[config.mk]
export PLATFORM = sky130hd
export DESIGN_NAME = display_scan
export DESIGN_NICKNAME = d
export VERILOG_FILES = /design/src/rtl/display_scan.sv
export SDC_FILE = /design/constraint.sdc
export NUM_CORES = 1
export LEC_CHECK = 0
export CORE_ASPECT_RATIO = 0.8
export CORE_MARGIN = 1
export CORE_UTILIZATION = 41
export CTS_CLUSTER_DIAMETER = 150
export DETAILED_ROUTE_END_ITERATION = 12
export GPL_TIMING_DRIVEN = 0
export SETUP_SLACK_MARGIN = 0.5
export SLEW_MARGIN = 5
export SYNTH_ARGS = -nofsm -noshare
export SYNTH_HDL_FRONTEND = slang
export SYNTH_SLANG_ARGS = --single-unit
export TNS_END_PERCENT = 5
[constraint.sdc]
create_clock -name clk -period 3.5 [get_ports clk]
set_input_delay 0.7 -clock clk [delete_from_list [all_inputs] [get_ports clk]]
set_output_delay 0.7 -clock clk [all_outputs]
set_load 0.01 [all_outputs]
[src/rtl/display_scan.sv]
// Time-multiplexed seven-segment scan controller. It latches a packed hex word and rotates through DIGITS positions.
// Optional leading-zero blanking is enabled by defining DISP_LZB_EN.
module display_scan #(
  parameter int DIGITS     = 8,
  parameter int SCAN_DIV   = 100000,
  parameter int ACTIVE_LOW = 1
) (
  input  logic                                         clk,
  input  logic                                         rst_n,
  input  logic                                         load,
  input  logic [4*DIGITS-1:0]                          dig_in,
  input  logic [DIGITS-1:0]                            dp_in,
  input  logic [DIGITS-1:0]                            digit_en,
  output logic [DIGITS-1:0]                            an,
  output logic [6:0]                                   seg,
  output logic                                         dp,
  output logic [((DIGITS > 1) ? $clog2(DIGITS) : 1)-1:0] num
);

  localparam int NW  = (DIGITS > 1) ? $clog2(DIGITS) : 1;
  localparam int PW  = (SCAN_DIV > 1) ? $clog2(SCAN_DIV) : 1;
  localparam bit POL = (ACTIVE_LOW != 0);

  logic [4*DIGITS-1:0] sh_dig_q, sh_dig_d;
  logic [DIGITS-1:0]   sh_dp_q, sh_dp_d;
  logic [DIGITS-1:0]   sh_en_q, sh_en_d;
  logic [PW-1:0]       presc_q, presc_d;
  logic [NW-1:0]       num_q, num_d;
  logic [DIGITS-1:0]   an_q, an_d;
  logic [6:0]          seg_q, seg_d;
  logic                dp_q, dp_d;

  logic [3:0]          nib;
  logic                dp_sel, en_sel, show;
  logic [DIGITS-1:0]   an_hi;
  logic [6:0]          seg_hi;

  // Table is stored active-low, {g,f,e,d,c,b,a}.
  function automatic logic [6:0] hex_lo(input logic [3:0] h);
    case (h)
      4'h0: hex_lo = 7'b1000000;
      4'h1: hex_lo = 7'b1111001;
      4'h2: hex_lo = 7'b0100100;
      4'h3: hex_lo = 7'b0110000;
      4'h4: hex_lo = 7'b0011001;
      4'h5: hex_lo = 7'b0010010;
      4'h6: hex_lo = 7'b0000010;
      4'h7: hex_lo = 7'b1111000;
      4'h8: hex_lo = 7'b0000000;
      4'h9: hex_lo = 7'b0010000;
      4'hA: hex_lo = 7'b0001000;
      4'hB: hex_lo = 7'b0000011;
      4'hC: hex_lo = 7'b1000110;
      4'hD: hex_lo = 7'b0100001;
      4'hE: hex_lo = 7'b0000110;
      default: hex_lo = 7'b0001110;
    endcase
  endfunction

`ifdef DISP_LZB_EN
  logic [DIGITS-1:0] blank;
  logic              blank_sel;

  // A digit is blanked when it and every higher digit are zero and none of them has a point.
  always_comb begin
    logic run;
    run   = 1'b1;
    blank = '0;
    for (int k = DIGITS - 1; k >= 1; k--) begin
      run      = run & (sh_dig_q[4*k +: 4] == 4'h0) & ~sh_dp_q[k];
      blank[k] = run;
    end
  end
`endif

  always_comb begin
    // NOTE: every always_comb output gets a default first, so no path can leave it unassigned and infer a latch.
    sh_dig_d = sh_dig_q;
    sh_dp_d  = sh_dp_q;
    sh_en_d  = sh_en_q;
    if (load) begin
      sh_dig_d = dig_in;
      sh_dp_d  = dp_in;
      sh_en_d  = digit_en;
    end

    presc_d = presc_q + PW'(1);
    num_d   = num_q;
    if (presc_q == PW'(SCAN_DIV - 1)) begin
      presc_d = '0;
      num_d   = (num_q == NW'(DIGITS - 1)) ? '0 : num_q + NW'(1);
    end

    nib    = '0;
    dp_sel = 1'b0;
    en_sel = 1'b0;
`ifdef DISP_LZB_EN
    blank_sel = 1'b0;
`endif
    for (int k = 0; k < DIGITS; k++) begin
      if (num_q == NW'(k)) begin
        nib    = sh_dig_q[4*k +: 4];
        dp_sel = sh_dp_q[k];
        en_sel = sh_en_q[k];
`ifdef DISP_LZB_EN
        blank_sel = blank[k];
`endif
      end
    end

`ifdef DISP_LZB_EN
    show = en_sel & ~blank_sel;
`else
    show = en_sel;
`endif

    an_hi = '0;
    for (int k = 0; k < DIGITS; k++) begin
      an_hi[k] = show & (num_q == NW'(k));
    end
    seg_hi = show ? ~hex_lo(nib) : 7'h00;

    an_d  = an_hi ^ {DIGITS{POL}};
    seg_d = seg_hi ^ {7{POL}};
    dp_d  = (show & dp_sel) ^ POL;
  end

  // NOTE: state is updated with non-blocking assignments so every flop samples the pre-edge values.
  always_ff @(posedge clk) begin
    if (!rst_n) begin
      // NOTE: the shadow word is a handful of flops, not a RAM, so it is reset along with the rest of the state.
      sh_dig_q <= '0;
      sh_dp_q  <= '0;
      sh_en_q  <= '0;
      presc_q  <= '0;
      num_q    <= '0;
      an_q     <= {DIGITS{POL}};
      seg_q    <= {7{POL}};
      dp_q     <= POL;
    end else begin
      sh_dig_q <= sh_dig_d;
      sh_dp_q  <= sh_dp_d;
      sh_en_q  <= sh_en_d;
      presc_q  <= presc_d;
      num_q    <= num_d;
      an_q     <= an_d;
      seg_q    <= seg_d;
      dp_q     <= dp_d;
    end
  end

  assign an  = an_q;
  assign seg = seg_q;
  assign dp  = dp_q;
  assign num = num_q;

endmodule

[Word-level counts from Yosys, hierarchy flattened]
Memory sizes are Yosys's and may differ from the RTL's.
Cells that the tools add are included.
Widths: inputs -> output; s select.
Word-level totals
  word-level logic and storage cells: 61
  bits in read-only memories: 112
  register bits after elaboration: 84
  input port bits: 51
  memories: 1
  output and inout port bits: 19
Memory list
  (name not given): words 16, width 7, read ports 1, clocked after memory_dff 0, write ports 0, line 40  | case (h)
Operators by class
  bitwise logic cells: 14
  $add $sub $neg: 2
  equality and inequality tests: 8
  reductions and logical operators: 2
  multiplexer cells: 26
Operator list (number)
  $mux 4: 8
  $add 17x1->17 const B: 1
  $eq 17x17->1 const B: 1
  $mux 1: 16
  $not 7->7: 2
  $eq 3x3->1 const B: 4
  $and 1x1->1: 9
  $not 8->8: 1
  $mux 7: 1
  $eq 3x2->1 const B: 2
  $add 3x1->3 const B: 1
  $eq 3x1->1 const B: 1
  $logic_not 3->1: 1
  $mux 3: 1
  $not 1->1: 2
  $reduce_or 2->1: 1

[Logic depth before layout (Yosys ltp)]
An unclocked memory read counts as a cell.
  depth in word-level cells: 13
  depth in mapped cells: 13
  gate-level depth less buffers: 11

[Least setup slack after synthesis]
No wires, ideal clock.
  kind: reg-to-reg
  from: register num_q[0], in the netlist num[0]
  to: register seg_q[1], in the netlist seg[1]
  setup slack: 0.958 ns
  data arrival time: 2.429 ns
  path buffers: 3
  stages on the path, launching flop included: 13
  path through: dfxtp_1 -> inv_1 -> ha_1 -> buf_2 -> buf_6 -> buf_4 -> nand3b_1 -> a32oi_1 -> inv_1 -> ha_1 -> nand3_1 -> o21ai_0 -> a21o_1
Between the ends
  cells in the longest elaborated chain, start to end: 13
  elaborated cells between the ends (all ways): 28
  those cells by class: eq/ne: 7; mux: 17; bitwise: 2; reduce/logical: 1; memory: 1
RTL lines
  start: declaration: line 28  | logic [NW-1:0] num_q, num_d;
  start signal: assignment: line 145  | num_q <= num_d;
  $logic_not 3->1: line 101  | if (num_q == NW'(k)) begin
  $mux 4 (8 in series): line 101
  $mem_v2 16x7
  $not 7->7: line 121  | seg_hi = show ? ~hex_lo(nib) : 7'h00;
  $mux 7 *: line 121
  $not 7->7 (no source line) *
  end signal: assignment: line 138  | seg_q <= {7{POL}};
  end signal: assignment: line 147  | seg_q <= seg_d;
  end: declaration: line 30  | logic [6:0] seg_q, seg_d;
Mark *: on every way between the ends. The rest lies on a longest branch, timed or not.
A chain may end at the register's enable or synchronous reset.

[Worst setup path in the final report]
  from: register num_q[2], in the netlist num[2]
  to: register seg_q[1], in the netlist seg[1]
The elaborated chain is that of the path after synthesis.

==> results.sh <==
export IMPL_grt_pass1_wl_um=15700
export IMPL_worstSkewPairLatency_ns=0.35
export IMPL_ys_seq_area_share_pct=41.1
export IMPL_yosys_area_top_type_share_pct=41.1
export IMPL_cts_sinks=84
export IMPL_worstPathMaxFanout=7
export IMPL_synthMuxAreaShare_pct=13.0
export IMPL_critPathArrivalTime_ns=3.12
export IMPL_grt_overflow=0
export IMPL_synth_edf_count=0
export IMPL_worst_pin_slew_ns=0.769
export IMPL_cts_buffers_inserted=9
export IMPL_syn_avg_cell_area_um2=9.55
export IMPL_r2r_cells=11
export IMPL_vias=3214
export IMPL_multi_input_area_um2=2180
export IMPL_synth_compound_area_share_pct=11.9
export IMPL_path_class="reg2reg"
export IMPL_synthAdderAreaFrac_pct=3.98
export IMPL_regToRegSetupSlack_ns=0.68
export IMPL_grt_max_degree=14
export IMPL_synthArstFlopShare_pct=0
export IMPL_drv_slew=0
export IMPL_slowest_delay_ns=0.45
export IMPL_die_h_um=91.3
export IMPL_final_area_um2=5290
export IMPL_endpoint_kind="register"
export IMPL_finalSetupViolations=0
export IMPL_numPortBuffers=68
export IMPL_powerDensity_nw_per_um2=435
export IMPL_cts_tree="built"
export IMPL_vias_per_cell=4.95
export IMPL_synth_ff_type="dfxtp_1"
export IMPL_initial_core_util_pct=42.4
export IMPL_clockBufferDepth=2
export IMPL_hpwl_um=7090
export IMPL_hold_class="reg2reg"
export IMPL_synth_nets=492
export IMPL_synth_xor_area_share_pct=2.78
export IMPL_io_pins=70
export IMPL_wirelength_um=9630
export IMPL_drive_gt1_share_pct=10.7
export IMPL_status="finished, final reports clean"
export IMPL_synth_top_family_by_area="simple AND/OR/NAND/NOR gates"
export IMPL_hold_path_end="an[7]"
export IMPL_ys_top_cells_by_area="dfxtp_1 41%, mux2i_1 13%, nor2b_1 8.3%"
export IMPL_synth_simple_area_share_pct=21.4
export IMPL_grt_usage_pct=19.8
export IMPL_ys_types=61
export IMPL_placed_area_um2=4940
export IMPL_num_antenna_cells=0
export IMPL_synth_top_area_cell="dfxtp_1"
export IMPL_r2r_end="seg[1]"
export IMPL_ant_nets=0
export IMPL_synth_seq_cells=84
export IMPL_gp_congestion=0.803
export IMPL_cts_clk_slew_worst_paths_ns=0.06
export IMPL_synthCells=428
export IMPL_core_area_um2=9650
export IMPL_nFillCells=875
export IMPL_ir_worst_vdd_v=0.000349
export IMPL_fin_crit_ns=2.82
export IMPL_maxCapViolations=0
export IMPL_fin_tns_setup_ns=0
export IMPL_final_common_cell="dfxtp_1"
export IMPL_utilization_pct=54.8
export IMPL_wl_per_cell_um=14.8
export IMPL_fin_crit_sh_pct=80.6
export IMPL_ys_warn_count=0
export IMPL_r2r_start="num[2]"
export IMPL_rows=32
export IMPL_critPathSlowestCell="dfxtp_1"
export IMPL_hold_buffers=0
export IMPL_finalHoldViolations=0
export IMPL_final_cell_mix="84 x dfxtp_1, 68 x clkdlybuf4s50_1, 54 x nor2b_1"
export IMPL_syn_to_final_growth_pct=29.4
export IMPL_path_cells="inv_2 -> ha_1 -> or2_1 -> a221oi_1 -> o22ai_1 -> a2bb2oi_2 -> inv_1 -> ha_1 -> nand3_1 -> o21ai_0 -> a21o_1"
export IMPL_nNetsFinal=572
export IMPL_dieArea_um2=10400
export IMPL_antenna_found_initial=0
export IMPL_required_ns=3.79
export IMPL_fmax_mhz=354
export IMPL_relSlewSlack_pct=48.7
export IMPL_finalClockSkew_ns=0.00634
export IMPL_worstSetupStartpointType="register"
export IMPL_whs_ns=0.415
export IMPL_ff_latch_area_um2=1680
export IMPL_drt_first_pass_iters=4
export IMPL_dieWidth_um=114
export IMPL_synth_area_um2=4090
export IMPL_drt_iter0_drc=127
export IMPL_grt_pass1_vias=3088
export IMPL_crit_top_cell="ha_1"
export IMPL_rsz0062_at_grt="false"
export IMPL_p_leak_nw=2.06
export IMPL_drc_errors=0
export IMPL_min_from="sh_en_q[7]"
export IMPL_hold_depth=1
export IMPL_ctsHtreeMaxLevel=3
export IMPL_cp_startpoint="num[2]"
export IMPL_clock_root_buffer="clkbuf_16"
-- critical path, delay by kind of cell (launching register included) --
family                   cells  cell delay (ns)
AND/OR/NAND/NOR              2             0.37
buffers and inverters        2             0.30
AO/OA/AOI/OAI                5             1.03
adder cells (fa/ha/maj)      2             0.62
flip-flops                   1             0.45
-- cells in the mapped netlist (all sizes together) (4+ instances only) --
library cell and number:
a211oi 4, o221ai 6, a221oi 4, dfxtp 84, nand2 30, xnor2 4
inv 17, xor2 9, a31oi 4, nor2 20, nand4 4, mux2i 52
nand3b 7, a21boi 4, nand3 17, a21oi 14, ha 13, buf 18
o21ai 15, nor2b 54, clkbuf 10
-- where the power goes --
part / total, W / leakage, nW / switching, W / internal, W
logic: 0.000217 / 1.21 / 0.0000914 / 0.000126
registers: 0.00102 / 0.688 / 0.0000247 / 0.000996
clock network: 0.00106 / 0.162 / 0.000380 / 0.000684
total: 0.00230 / 2.06 / 0.000496 / 0.00181
-- logic make-up after synthesis --
kind of cell,count (synthesis)
and+or+nand+nor,155
buffers and inverters,45
muxes,53
adders and majority gates,13
xor gates and xnor gates,13
AOI/OAI and AO/OA,65
DFF,84
-- through the flow --
stage               setup WS [ns]  instances  power (W)
global route                0.478        649    0.00238
CTS                         0.510        648    0.00232
floorplan                   0.958        428    0.00116
finish                      0.677        649    0.00230
detailed placement          0.530        632    0.00126
global placement            0.544        632    0.00126
-- routing by layer --
layer | part of all wire (%) | wire (um) | vias up | GRT usage [%]
met3 | 5.0 | 477 | 10 | 5.27
met5 | 0 | 0 | - | 0
met4 | 1.3 | 129 | 0 | 7.46
li1 | - | - | 1641 | -
met2 | 41 | 3980 | 66 | 28.6
met1 | 52 | 5040 | 1497 | 28.1
-- timing repair --
item                       4_1_cts  5_1_grt
setup buffers                    0        1
setup endpoints to repair        0        7
resized for setup                0        2
-- state kept, by name, summed over array words and instances (netlist names) --
| register | count |
|---|---|
| sh_dig_q | 32 |
| presc_q | 17 |
| an | 8 |
| sh_dp_q | 8 |
| sh_en_q | 8 |
| seg | 7 |
| num | 3 |
| dp | 1 |
-- area by class of cell --
type	instances	share of cell area (%)
clock inverter	3	1.28
sequential	84	31.8
clock buffer	13	5.11
inverter	17	1.21
multi-input combinational	299	41.1
timing repair buffer	69	13.0
buffer	28	3.31
tap	136	3.22
-- how the worst max path moves through the flow --
stage,to
finish,seg[1]
global route,seg[1]
CTS,seg[1]
detailed placement,seg[1]
global placement,seg[3]
floorplan,seg[1]
No activity file was read; power rests on OpenSTA's default activity.
